[src/rtl/dm_pkg.sv]
`default_nettype none
// ============================================================================
// Module      : dm_pkg
// Description : Shared definitions for the data-memory responder: the FSM state
//               encoding and the default memory map / latency constants.
// Revision    : 1.0 - initial release
// ============================================================================
package dm_pkg;

  // Default request-accept to response latency, in cycles (legal 2..7).
  localparam int DEF_MEM_LAT = 2;

  // Default byte base address of data memory.
  localparam logic [31:0] DEF_DM_BASE = 32'h0001_0000;

  // Default data memory depth in 32-bit words (64 KiB).
  localparam int DEF_DM_WORDS = 16384;

  // Responder FSM states.
  typedef enum logic [1:0] {
    S_IDLE   = 2'd0,
    S_ACCESS = 2'd1,
    S_WAIT   = 2'd2,
    S_RESP   = 2'd3
  } state_t;

endpackage : dm_pkg
`default_nettype wire

[src/rtl/dm_responder.sv]
`default_nettype none
// ============================================================================
// Module      : dm_responder
// Description : Single-outstanding load/store responder in front of a
//               single-port SRAM macro (instantiated outside this block).
//               Each request walks IDLE -> ACCESS -> WAIT -> RESP -> IDLE and
//               is answered MEM_LAT+1 cycles after its accept cycle.
// Ports       : clk, rst (async, active low)
//               ld_st_req_addr                   - request byte address
//               store_req_valid/_ready, store_strb, store_data
//                                                - store request channel
//               load_req_valid/_ready            - load request channel
//               store_data_valid                 - store-complete pulse
//               load_data_valid, load_data       - load response
//               access_err                       - out-of-range response flag
//               sram_ceb/web/bweb/addr/din/dout  - SRAM macro interface
// Revision    : 1.0 - initial release
// ============================================================================
module dm_responder
  import dm_pkg::*;
#(
  parameter int          MEM_LAT  = DEF_MEM_LAT,
  parameter logic [31:0] DM_BASE  = DEF_DM_BASE,
  parameter int          DM_WORDS = DEF_DM_WORDS
) (
  input  logic        clk,
  input  logic        rst,
  input  logic [31:0] ld_st_req_addr,
  input  logic        store_req_valid,
  output logic        store_req_ready,
  input  logic [3:0]  store_strb,
  input  logic [31:0] store_data,
  output logic        store_data_valid,
  input  logic        load_req_valid,
  output logic        load_req_ready,
  output logic        load_data_valid,
  output logic [31:0] load_data,
  output logic        access_err,
  output logic        sram_ceb,
  output logic        sram_web,
  output logic [31:0] sram_bweb,
  output logic [13:0] sram_addr,
  output logic [31:0] sram_din,
  input  logic [31:0] sram_dout
);

  // WAIT lasts MEM_LAT-1 cycles; the counter starts at MEM_LAT-2 and RESP
  // follows the cycle in which it reads zero.
  localparam logic [2:0] WAIT_INIT = 3'(MEM_LAT - 2);

  // Unsigned 33-bit window so DM_BASE + size cannot wrap.
  localparam logic [32:0] RANGE_LO = {1'b0, DM_BASE};
  localparam logic [32:0] RANGE_HI = RANGE_LO + (33'(DM_WORDS) << 2);

  state_t      state;
  state_t      next_state;

  logic [13:0] word_q;
  logic [31:0] data_q;
  logic [3:0]  strb_q;
  logic        is_store_q;
  logic        in_range_q;
  logic [2:0]  wait_cnt;
  logic        first_wait;
  logic [31:0] rdata_q;

  logic        idle_ok;
  logic        store_acc;
  logic        load_acc;
  logic        req_in_range;
  logic [31:0] req_offset;
  logic        do_read;
  logic        do_write;
  logic [31:0] cap_word;
  logic        resp_next;

  // --------------------------------------------------------------------------
  // Request acceptance. Readys are masked by rst so they stay low while the
  // block is held in reset even though the state is already IDLE.
  // --------------------------------------------------------------------------
  assign idle_ok         = (state == S_IDLE) && rst;
  assign store_req_ready = idle_ok;
  // A simultaneous store wins; the load waits for the next IDLE cycle.
  assign load_req_ready  = idle_ok && !store_req_valid;
  assign store_acc       = store_req_valid && store_req_ready;
  assign load_acc        = load_req_valid && load_req_ready;

  assign req_in_range = ({1'b0, ld_st_req_addr} >= RANGE_LO) &&
                        ({1'b0, ld_st_req_addr} <  RANGE_HI);
  assign req_offset   = ld_st_req_addr - DM_BASE;

  // Byte-lane bits and the offset above the 14-bit word index are dropped.
  logic unused_offset_bits;
  assign unused_offset_bits = ^{req_offset[31:16], req_offset[1:0]};

  // --------------------------------------------------------------------------
  // SRAM interface. Only the single ACCESS cycle ever enables the macro.
  // --------------------------------------------------------------------------
  assign do_read  = (state == S_ACCESS) && !is_store_q && in_range_q;
  assign do_write = (state == S_ACCESS) && is_store_q && in_range_q &&
                    (strb_q != 4'b1111);

  assign sram_ceb  = !(do_read || do_write);
  assign sram_web  = !do_write;
  assign sram_bweb = do_write ? {{8{strb_q[3]}}, {8{strb_q[2]}},
                                 {8{strb_q[1]}}, {8{strb_q[0]}}} : '1;
  assign sram_addr = word_q;
  assign sram_din  = data_q;

  // Read data is only valid in the first WAIT cycle; out-of-range or store
  // requests capture zero instead.
  assign cap_word = first_wait ? ((!is_store_q && in_range_q) ? sram_dout : 32'h0)
                               : rdata_q;

  // --------------------------------------------------------------------------
  // Next-state logic
  // --------------------------------------------------------------------------
  always_comb begin
    next_state = state;
    case (state)
      S_IDLE:   if (store_acc || load_acc) next_state = S_ACCESS;
      S_ACCESS: next_state = S_WAIT;
      S_WAIT:   if (wait_cnt == 3'd0) next_state = S_RESP;
      S_RESP:   next_state = S_IDLE;
      default:  next_state = S_IDLE;
    endcase
  end

  assign resp_next = (state == S_WAIT) && (wait_cnt == 3'd0);

  // --------------------------------------------------------------------------
  // State and datapath registers
  // --------------------------------------------------------------------------
  always_ff @(posedge clk or negedge rst) begin
    if (!rst) begin
      state      <= S_IDLE;
      word_q     <= 14'd0;
      data_q     <= 32'h0;
      strb_q     <= 4'b1111;
      is_store_q <= 1'b0;
      in_range_q <= 1'b0;
      wait_cnt   <= 3'd0;
      first_wait <= 1'b0;
      rdata_q    <= 32'h0;
      load_data  <= 32'h0;
    end else begin
      state      <= next_state;
      first_wait <= (state == S_ACCESS);

      if (store_acc || load_acc) begin
        word_q     <= req_offset[15:2];
        data_q     <= store_data;
        strb_q     <= store_strb;
        is_store_q <= store_acc;
        in_range_q <= req_in_range;
      end

      if (state == S_ACCESS) begin
        wait_cnt <= WAIT_INIT;
      end else if ((state == S_WAIT) && (wait_cnt != 3'd0)) begin
        wait_cnt <= wait_cnt - 3'd1;
      end

      if (first_wait) begin
        rdata_q <= cap_word;
      end

      // load_data moves only on entry to RESP so it holds between responses;
      // with MEM_LAT=2 the capture and the RESP entry share one edge.
      if (resp_next && !is_store_q) begin
        load_data <= cap_word;
      end
    end
  end

  // --------------------------------------------------------------------------
  // Response pulses
  // --------------------------------------------------------------------------
  assign load_data_valid  = (state == S_RESP) && !is_store_q;
  assign store_data_valid = (state == S_RESP) && is_store_q;
  assign access_err       = (state == S_RESP) && !in_range_q;

endmodule : dm_responder
`default_nettype wire

[config.mk]
export PLATFORM = sky130hd
export DESIGN_NAME = dm_responder
export DESIGN_NICKNAME = d
export VERILOG_FILES = /design/src/rtl/dm_pkg.sv /design/src/rtl/dm_responder.sv
export SDC_FILE = /design/constraint.sdc
export NUM_CORES = 1
export LEC_CHECK = 0
export CAP_MARGIN = 30
export CORE_MARGIN = 1.5
export CORE_UTILIZATION = 46
export DETAILED_ROUTE_END_ITERATION = 16
export PLACE_DENSITY = 0.95
export SLEW_MARGIN = 0
export SYNTH_ARGS = -nofsm -noshare
export SYNTH_HDL_FRONTEND = slang
export SYNTH_SLANG_ARGS = --single-unit
[constraint.sdc]
create_clock -name clk -period 4.15 [get_ports clk]
set_input_delay 0.6225 -clock clk [delete_from_list [all_inputs] [get_ports clk]]
set_output_delay 0.6225 -clock clk [all_outputs]
set_load 0.05 [all_outputs]
### After elaboration in Yosys (flattened, before gate mapping)

Index checks and enable logic that the tools add are counted.

| word-level totals | value |
|---|---|
| register bits | 122 |
| input port bits | 104 |
| output and inout bits | 117 |
| word-level logic and storage cells | 57 |

| operators by class | value |
|---|---|
| add/sub/neg operators | 2 |
| order comparisons | 2 |
| equality and inequality tests | 6 |
| multiplexer cells | 8 |
| reductions and logical operators | 29 |

Operators by type and width:

| cell | number |
|---|---|
| $mux W32 | 3 |
| $ge A32 B17 Y1 const B | 1 |
| $lt A32 B18 Y1 const B | 1 |
| $logic_and A1 B1 Y1 | 17 |
| $sub A16 B1 Y16 const B | 1 |
| $pmux W2 S4 | 1 |
| $mux W3 | 2 |
| $logic_not A1 Y1 | 5 |
| $eq A2 B2 Y1 const B | 2 |
| $mux W2 | 2 |
| $ne A4 B4 Y1 const B | 1 |
| $logic_not A3 Y1 | 1 |
| $reduce_bool A3 Y1 | 1 |
| $sub A3 B1 Y3 const B | 1 |
| $eq A2 B1 Y1 const B | 1 |
| $logic_not A2 Y1 | 1 |
| $logic_or A1 B1 Y1 | 2 |
| $ne A2 B1 Y1 const B | 1 |
| $ne A2 B2 Y1 const B | 1 |
| $reduce_and A2 Y1 | 1 |
| $reduce_bool A2 Y1 | 1 |

### Longest topological paths before layout

| depth | value |
|---|---|
| word-level depth | 7 |
| depth in mapped cells | 8 |
| depth with buffers taken out | 5 |

### Worst setup path before layout

Ideal clock, no wire load.

| path | value |
|---|---|
| path type | reg2out |
| from | register state[0] |
| to | output port load_req_ready |
| arrival | 2019 ps |
| data required time | 3527 ps |
| path slack | 1509 ps |
| stages on the path, launching flop included | 5 |
| buffers on the path | 0 |
| path through | dfrtp_1 -> inv_1 -> ha_1 -> and2_1 -> nor2b_1 |

| on the way | value |
|---|---|
| word-level cells in the longest chain between the ends | 3 |

Ends and longest elaborated chain:

| item | RTL line | source |
|---|---|---|
| start, declared | dm_responder.sv:55 | `state_t state;` |
| start signal, assigned | dm_responder.sv:147 | `state <= next_state;` |
| $logic_not A2 Y1 | dm_responder.sv:81 | `assign idle_ok = (state == S_IDLE) && rst;` |
| $logic_and A1 B1 Y1 | dm_responder.sv:81 |  |
| via store_req_ready | dm_responder.sv:30 | `output logic store_req_ready,` |
| $logic_and A1 B1 Y1 | dm_responder.sv:84 | `assign load_req_ready = idle_ok && !store_req_valid;` |
| end, declared | dm_responder.sv:35 | `output logic load_req_ready,` |

The timed path passes the listed nets, and every way through them passes these cells.

### Worst setup path in the final report

| path | value |
|---|---|
| from | register state[1] |
| to | output port sram_bweb[13] |

| on the way | value |
|---|---|
| word-level cells in the longest chain between the ends | 5 |

Ends and longest elaborated chain:

| item | RTL line | source |
|---|---|---|
| $eq A2 B1 Y1 | dm_responder.sv:100 | `assign do_write = (state == S_ACCESS) && is_store_q && in_range_q &&` |
| $logic_and A1 B1 Y1 (3 in a row) | dm_responder.sv:100 |  |
| $mux W32 | dm_responder.sv:105 | `assign sram_bweb = do_write ? {{8{strb_q[3]}}, {8{strb_q[2]}},` |
| end, declared | dm_responder.sv:41 | `output logic [31:0] sram_bweb,` |

Every way passes these cells.

==> impl_metrics.tcl <==
set metrics [dict create \
    outcome "finished, final reports clean" \
    clock_path_buffers 2 \
    worstPathMaxFanout 8 \
    synth_fp_nets 542 \
    start_util_pct 47.3 \
    design_area_mm2 0.00777 \
    worstPathRequired_ps 3530 \
    io_pins 221 \
    async_flop_share_pct 100 \
    nets 736 \
    grt-ovfl-total 0 \
    place.gp.congestion 0.798 \
    cts-hold-fix-buffers 0 \
    final_common_cell "clkdlybuf4s50_1" \
    first_pass_iters 5 \
    cts_setup_buffers 0 \
    drv_cap 0 \
    slew_headroom_pct 45.5 \
    power_frac_seq_pct 29.2 \
    fin_crit_ps 3290 \
    pwr-share-comb_pct 49.5 \
    vias 3904 \
    drtIter0Drc 148 \
    synth_edf_count 0 \
    drt.antenna.violating_nets 0 \
    multi_input_area_mm2 0.00169 \
    syn_inst 431 \
    synth.distinct_cells 34 \
    wl_per_cell_um 16.6 \
    cts_repair_resize_count 0 \
    dieArea_mm2 0.0118 \
    highest_layer "met4" \
    n_fill_cell 727 \
    numCtsBuffers 17 \
    finalSetupViolCount 0 \
    grt_pass1_vias 4085 \
    die_h_um 109 \
    dr_wl_met3_um 1040 \
    reg2regPathDepth 6 \
    grt_antenna_before_repair 0 \
    cts-root-buf "clkbuf_8" \
    yosysSeqAreaShare_pct 59.6 \
    startpoint_type "flip-flop" \
    path_class "reg2out" \
    h-tree-depth 4 \
    total_power_mw 6.62 \
    ys.flop_type "dfrtp_1" \
    min_path_type "in2async" \
    seqCellArea_mm2 0.00306 \
    ys_ff_latch 122 \
    powerDensity_mw_per_mm2 852 \
    power.internal_mw 3.75 \
    rows 38 \
    whs_ps 110 \
    dp_slack_ps 1150 \
    die_x_um 109 \
    clk_latency_ps 510 \
    setup_tns_ps 0 \
    avgSynthCellArea_um2 11.9 \
    dp_hpwl_um 9500 \
    power.switching_mw 2.87 \
    clock-sinks 122 \
    synth_area_mm2 0.00513 \
    grt_max_degree 84 \
    grt.total_usage_pct 23.0 \
    cts_tree "built" \
    worstMarginPinSlew_ps 817 \
    clkTransAtPathRegs_ps 60 \
    hold_violations 0 \
    layout_common_cells "clkdlybuf4s50_1, dfrtp_1, nand2_1" \
    final.setup.worst_slack_ps 858 \
    port-buffer-count 218 \
    wl_met2_um 6920 \
    p_leak_nw 3.45 \
    switching_share_pct 43.4 \
    area_growth_pct 51.5 \
    finalCritPeriodShare_pct 79.3 \
    fin_skew_ps 8.67 \
    arrival_ps 2670 \
    yosys_warnings 0 \
    wirelength_um 13000 \
    max-vdd-ir-drop_uv 618 \
    rsz0062_at_grt "no" \
    m1WireLength_um 4870 \
    clock.fmax_mhz 304 \
    clkPwrFrac_pct 21.3 \
    end_kind "output port" \
    placed_area_mm2 0.00716 \
    drc 0 \
    viasPerCell 5.01 \
    report.final.slew_viol_count 0 \
    drive_above_1_share_pct 14.9 \
    grt_pass1_wl_um 20300 \
    core_area_mm2 0.0108 \
]
-- registers in the layout, summed over array words and instances (netlist names) --
signal	cells
wait_cnt	3
state	2
sram_din	32
in_range_q	1
strb_q	4
first_wait	1
load_data	32
is_store_q	1
sram_addr	14
rdata_q	32
-- cells by family after synthesis --
kind of cell	share of synthesized area, %
AO/OA/AOI/OAI	5.49
buffers and inverters	7.34
adder cells (fa/ha/maj)	1.71
AND/OR/NAND/NOR	14.4
flip-flops	59.6
multiplexers	11.4
-- metrics by stage --
step	cells	util, %
3_5_place_dp	745	66.0
3_3_place_gp	744	65.9
4_1_cts	777	71.4
2_1_floorplan	431	-
6_report	779	71.7
5_1_grt	778	71.7
-- metal layers --
layer / vias to the layer above / global-route usage, %
met4: 0 / 6.95
met3: 13 / 9.76
met5: - / 0
met2: 159 / 40.8
met1: 1911 / 24.8
li1: 1821 / -
-- layout make-up --
type                    instances  share of cell area [%]
clock inverters                10                    1.51
diodes                          1                  0.0322
well taps                     140                    2.25
clock buffers                  22                    5.96
inverters                       4                   0.193
flip-flops and latches        122                    39.4
repair buffers                223                    28.9
multi-input cells             257                    21.8
-- Yosys cell counts (5+ instances only) --
master | number | area (um^2)
a31oi_1 | 32 | 200
buf_2 | 7 | 35.0
buf_4 | 30 | 225
buf_6 | 8 | 90.1
dfrtp_1 | 118 | 2950
ha_1 | 7 | 87.6
mux2_2 | 47 | 529
nand2_1 | 67 | 251
nand2b_1 | 33 | 206
nor2_1 | 35 | 131
or2_2 | 5 | 31.3
-- worst max-delay path: stages (launching register included) --
cell and delay [ps]:
dfrtp_1 410, inv_1 120, ha_1 300, nand3_1 190
or2_2 390, clkdlybuf4s50_1 740
-- power by group through the flow --
stage / sequential (mW) / combinational [mW] / clock, mW
after floorplan: 3.24 / 0.843 / 0
final: 1.93 / 3.28 / 1.41
after global routing: 1.99 / 3.43 / 1.50
after CTS: 1.94 / 3.30 / 1.43
after detailed placement: 1.95 / 3.27 / 0
after global placement: 1.91 / 3.20 / 0
-- worst paths after layout --
| kind | from | end | slack (ps) |
|---|---|---|---|
| worst max-delay path | state[1] | sram_bweb[13] | 860 |
| worst min-delay path | rst | sram_din[27] | 110 |
| worst max register to register | state[0] | load_data[1] | 1730 |
| worst min register to register | rdata_q[7] | rdata_q[7] | 480 |
| max in group asynchronous | rst | load_data[14] | 3050 |
| min in group clk | rdata_q[7] | rdata_q[7] | 480 |
Note: power is estimated with default switching activity, not from simulation.
